`config.mk`:
```
export PLATFORM = sky130hd
export DESIGN_NAME = fir_antialias
export DESIGN_NICKNAME = d
export VERILOG_FILES = /design/src/rtl/fir_antialias.sv
export SDC_FILE = /design/constraint.sdc
export NUM_CORES = 1
export LEC_CHECK = 0
export ABC_AREA = 1
export BUFFER_PORTS_ARGS = -buffer_cell sky130_fd_sc_hd__buf_4
export CORE_ASPECT_RATIO = 1.25
export CORE_MARGIN = 8
export CORE_UTILIZATION = 30
export DETAILED_ROUTE_END_ITERATION = 10
export GPL_ROUTABILITY_DRIVEN = 0
export PLACE_DENSITY_LB_ADDON = 0.25
export SETUP_SLACK_MARGIN = 0.1
export SYNTH_ARGS = -nofsm -noshare
export SYNTH_HDL_FRONTEND = slang
export SYNTH_SLANG_ARGS = --single-unit
```
`constraint.sdc`:
```
create_clock -name clk -period 5.5 [get_ports clk]
set_clock_uncertainty 0.15 [all_clocks]
set_input_delay 1.65 -clock clk [delete_from_list [all_inputs] [get_ports clk]]
set_output_delay 1.65 -clock clk [all_outputs]
set_load 0.02 [all_outputs]
```
`src/rtl/fir_antialias.sv`:
```
// Serial-MAC FIR low-pass filter that sits in front of the decimator.
// Each accepted sample is put through one multiply-accumulate per tap.
// The result is then scaled, saturated and presented with a one-cycle valid_out strobe.
// A sample that arrives while the filter is busy is dropped, and the sticky overrun flag is set.
module fir_antialias #(
    parameter int unsigned WIDTH      = 16,
    parameter int unsigned NUM_TAPS   = 8,
    parameter int unsigned COEF_WIDTH = 16,
    parameter int unsigned COEF_FRAC  = 15,
    parameter logic [NUM_TAPS*COEF_WIDTH-1:0] COEFFS = {8{16'h1000}}
) (
    input  logic             clk,
    input  logic             rst,
    input  logic             valid_in,
    input  logic [WIDTH-1:0] data_in,
    output logic             valid_out,
    output logic [WIDTH-1:0] data_out,
    output logic             overrun
);

    localparam int unsigned TAP_W  = $clog2(NUM_TAPS);
    localparam int unsigned PROD_W = WIDTH + COEF_WIDTH;
    // Headroom for the sum of NUM_TAPS full-scale products, so acc never wraps.
    localparam int unsigned ACC_W  = PROD_W + $clog2(NUM_TAPS);

    typedef enum logic [1:0] {StIdle, StMac, StOut} state_e;

    state_e                    state_q, state_d;
    logic signed [WIDTH-1:0]   x_q [NUM_TAPS];
    logic signed [ACC_W-1:0]   acc_q, acc_d;
    logic [TAP_W-1:0]          tap_q, tap_d;
    logic                      valid_out_q, valid_out_d;
    logic [WIDTH-1:0]          data_out_q, data_out_d;
    logic                      overrun_q, overrun_d;

    logic signed [COEF_WIDTH-1:0] coef [NUM_TAPS];
    logic signed [PROD_W-1:0]     prod;
    logic signed [ACC_W-1:0]      shifted;
    logic [ACC_W-WIDTH:0]         upper;
    logic [WIDTH-1:0]             sat;
    logic                         accept;

    for (genvar g = 0; g < NUM_TAPS; g++) begin : g_coef
        assign coef[g] = COEFFS[g*COEF_WIDTH +: COEF_WIDTH];
    end

    assign accept = (state_q == StIdle) && valid_in;

    // Product for the current tap, and the scaled/saturated view of the accumulator.
    always_comb begin
        prod    = x_q[tap_q] * coef[tap_q];
        shifted = acc_q >>> COEF_FRAC;
        upper   = shifted[ACC_W-1:WIDTH-1];
        // The value fits only if every bit above the output sign bit matches the output sign bit.
        if ((&upper) || !(|upper)) begin
            sat = shifted[WIDTH-1:0];
        end else if (shifted[ACC_W-1]) begin
            sat = {1'b1, {(WIDTH-1){1'b0}}};
        end else begin
            sat = {1'b0, {(WIDTH-1){1'b1}}};
        end
    end

    // Next-state and output logic for the Idle -> Mac -> Out sequence.
    always_comb begin
        state_d     = state_q;
        acc_d       = acc_q;
        tap_d       = tap_q;
        valid_out_d = 1'b0;
        data_out_d  = data_out_q;
        overrun_d   = overrun_q;
        unique case (state_q)
            StIdle: begin
                if (valid_in) begin
                    acc_d   = '0;
                    tap_d   = '0;
                    state_d = StMac;
                end
            end
            StMac: begin
                acc_d = acc_q + {{(ACC_W-PROD_W){prod[PROD_W-1]}}, prod};
                if (tap_q == TAP_W'(NUM_TAPS - 1)) begin
                    tap_d   = '0;
                    state_d = StOut;
                end else begin
                    tap_d = tap_q + TAP_W'(1);
                end
                if (valid_in) overrun_d = 1'b1;
            end
            StOut: begin
                data_out_d  = sat;
                valid_out_d = 1'b1;
                state_d     = StIdle;
                if (valid_in) overrun_d = 1'b1;
            end
            default: state_d = StIdle;
        endcase
    end

    // State, accumulator and output registers.
    always_ff @(posedge clk or negedge rst) begin
        if (!rst) begin
            state_q     <= StIdle;
            acc_q       <= '0;
            tap_q       <= '0;
            valid_out_q <= 1'b0;
            data_out_q  <= '0;
            overrun_q   <= 1'b0;
        end else begin
            state_q     <= state_d;
            acc_q       <= acc_d;
            tap_q       <= tap_d;
            valid_out_q <= valid_out_d;
            data_out_q  <= data_out_d;
            overrun_q   <= overrun_d;
        end
    end

    // Delay line: shifts only when a sample is accepted, so dropped samples never enter it.
    always_ff @(posedge clk or negedge rst) begin
        if (!rst) begin
            for (int i = 0; i < NUM_TAPS; i++) x_q[i] <= '0;
        end else if (accept) begin
            x_q[0] <= data_in;
            for (int i = 1; i < NUM_TAPS; i++) x_q[i] <= x_q[i-1];
        end
    end

    assign valid_out = valid_out_q;
    assign data_out  = data_out_q;
    assign overrun   = overrun_q;

endmodule

```
==> impl_metrics.yaml <==
status:
  status: "completed"
min_path:
  hold_class: "reg2reg"
timing:
  tns_ps: 0
  slew_headroom_pct: 36.1
  setup_viol: 0
  fin_crit_ps: 3720
  grt_setup_unrepaired: "false"
  worst_slew_pin_slew_ps: 957
  hold_viol_final: 0
  period_share_pct: 67.7
  hold_ws_ps: 314
  fmax_ghz: 0.269
  drv_slew: 0
place:
  hpwlAfterDp_mm: 14.9
  dp.cells: 1580
  place_area_mm2: 0.00975
  io_buffers: 36
clock_network:
  cts_tree: "built"
  clock_sinks: 174
  ctsResizeCount: 0
  clk_path_buf_depth: 2
  h-tree-depth: 4
  post-cts-setup-buffers: 0
  numCtsBuffers: 17
  cts_root_buffer: "clkbuf_16"
  postCtsHoldBufs: 0
  clk_latency_ps: 440
  path_clk_slew_ps: 70
power_and_ir_drop:
  powerDensity_mw_per_mm2: 642
  leakage_nw: 4.94
  power_mw: 6.63
  ir_drop_mv: 0.214
setup_path:
  arrival_ps: 3940
  slowest_stage: "dfrtp_2"
  crit_chain: "inv_2 > a21oi_1 > o21ai_0 > a31oi_1 > ha_1 > nand2_1 > inv_1 > a21oi_1 > inv_1 > a21oi_1 > nand2_1 > nand2_1 > nand3_1 > nand2_1"
  endpoint_kind: "flip-flop"
  cpLargestDelayFamily: "compound AO/OA/AOI/OAI gates"
  startpoint_type: "flip-flop"
  worst_path_most_repeated_cell: "nand2_1"
  slowest_delay_ps: 730
  worst-path-max-fanout: 50
  worst-path-buf-inv: 3
  path_class: "reg2reg"
  required_ps: 5720
synth:
  synth_edf_count: 0
  synthMuxAreaShare_pct: 0.123
  synth_compound_gate_area_share_pct: 19.1
  syn-cell-area_mm2: 0.00916
  synthXorXnorAreaFrac_pct: 0.0957
  synth.avg_cell_area_um2: 7.69
  yosys_register_bits: 174
  ys.flop_type: "dfrtp_1"
  synth_top_family_by_area: "simple AND/OR/NAND/NOR gates"
  synth_nets: 1238
  yosys_warnings: 0
  synth_cell_types: 42
  yosysSeqAreaShare_pct: 47.6
  async_reset_ff_share_pct: 100
  synth_cells: 1191
  synth_fa_ha_area_share_pct: 3.91
  synth_simple_gate_area_share_pct: 19.6
cells_and_area:
  drive_gt1_share_pct: 8.60
  layout.nets: 1245
  insertedDiodeCount: 0
  stdcell_count: 1611
  final_common_cell: "nand2_1"
  seqCellArea_mm2: 0.00436
  nFillCells: 3260
  most-common-layout-cells: "nand2_1 (349), o21ai_0 (191), dfrtp_1 (173)"
  finish.instance_area_mm2: 0.0103
  area_growth_pct: 12.8
  multi_input_area_mm2: 0.00393
floorplanning:
  start_util_pct: 30.4
  core_region_area_mm2: 0.0301
  dieHeight_um: 211
  rows: 71
  io_pins: 37
  die_area_mm2: 0.0364
  die_x_um: 172
grt:
  grt-ovfl-total: 0
  grt_pass1_wl_mm: 37.8
  grt_pass1_vias: 7452
  grt_max_degree: 84
  grt_usage_pct: 13.0
  antenna_found_initial: 0
drt:
  drtIter0Drc: 386
  viasPerCell: 4.60
  via_count: 7411
  ant_nets: 0
  routed_wl_mm: 22.1
  wire_per_inst_um: 13.7
  drc: 0
  drt_pass1_iterations: 5
flow_run:
  drv_cap: 0
final cells by class:
| class | instances | area share, % |
|---|---|---|
| Clock buffer | 17 | 4.12 |
| Clock inverter | 14 | 1.44 |
| Inverter | 162 | 5.89 |
| Multi-Input combinational cell | 798 | 38.1 |
| Sequential cell | 174 | 42.2 |
| Tap cell | 401 | 4.86 |
| Timing Repair Buffer | 45 | 3.43 |
where the power goes:
| group | leakage [nW] | internal, mW | switching (mW) | total, mW |
|---|---|---|---|---|
| sequential | 2.22 | 1.79 | 0.313 | 2.10 |
| combinational | 2.44 | 1.10 | 2.24 | 3.34 |
| clock | 0.279 | 0.605 | 0.585 | 1.19 |
| total | 4.94 | 3.49 | 3.14 | 6.63 |
state kept, by name, indices dropped and copies added, names as in the netlist:
register   count
data_out      16
tap_q          3
state_q        2
acc_q         23
x_q          128
overrun        1
valid_out      1
worst paths after layout:
| check | from | to | slack, ps | cells after the start |
|---|---|---|---|---|
| min in group asynchronous | rst | data_out[6]$_DFFE_PN0P_ | 1100 | 1 |
| hold / removal | overrun$_DFFE_PN0P_ | overrun$_DFFE_PN0P_ | 310 | 1 |
| hold reg to reg | overrun$_DFFE_PN0P_ | overrun$_DFFE_PN0P_ | 310 | 1 |
| setup reg to reg | tap_q[0]$_DFFE_PN0P_ | acc_q[30]$_DFFE_PN0P_ | 1780 | 14 |
| setup / recovery | tap_q[0]$_DFFE_PN0P_ | acc_q[30]$_DFFE_PN0P_ | 1780 | 14 |
| max in group asynchronous | rst | tap_q[0]$_DFFE_PN0P_ | 3140 | 2 |
synth_stat cells (4+ instances only):
master    number  area (um2)
a31oi_1       15        93.8
o21ai_0      191         956
a21oi_1       71         355
a21oi_2       10        87.6
nand3_1       34         170
nand4_1        4        25.0
nand2_1      350        1310
buf_2         16        80.1
inv_1        158         593
nor2_1        51         191
dfrtp_1      174        4350
ha_1          27         338
clkbuf_1      35         131
a221oi_1      15         131
through the flow:
step	utilization, %	setup WS, ps
finish	34.3	1780
global route	34.3	1240
CTS	34.3	1760
detailed placement	32.4	1580
global placement	32.4	1630
floorplan	-	2790
layer usage:
| metal | up-vias | wire length (um) | GRT usage [%] |
|---|---|---|---|
| met2 | 93 | 10600 | 21.9 |
| met3 | 30 | 559 | 2.14 |
| met5 | - | 0 | 0 |
| met1 | 3436 | 10500 | 16.4 |
| li1 | 3852 | - | - |
| met4 | 0 | 465 | 4.56 |
cells by family after synthesis:
kind of cell               Yosys count
AOI/OAI and AO/OA                  315
xor gates and xnor gates             1
adders and majority gates           28
buffers and inverters              219
DFF                                174
muxes                                1
and+or+nand+nor                    453
Power figures use the tool's default switching activity.
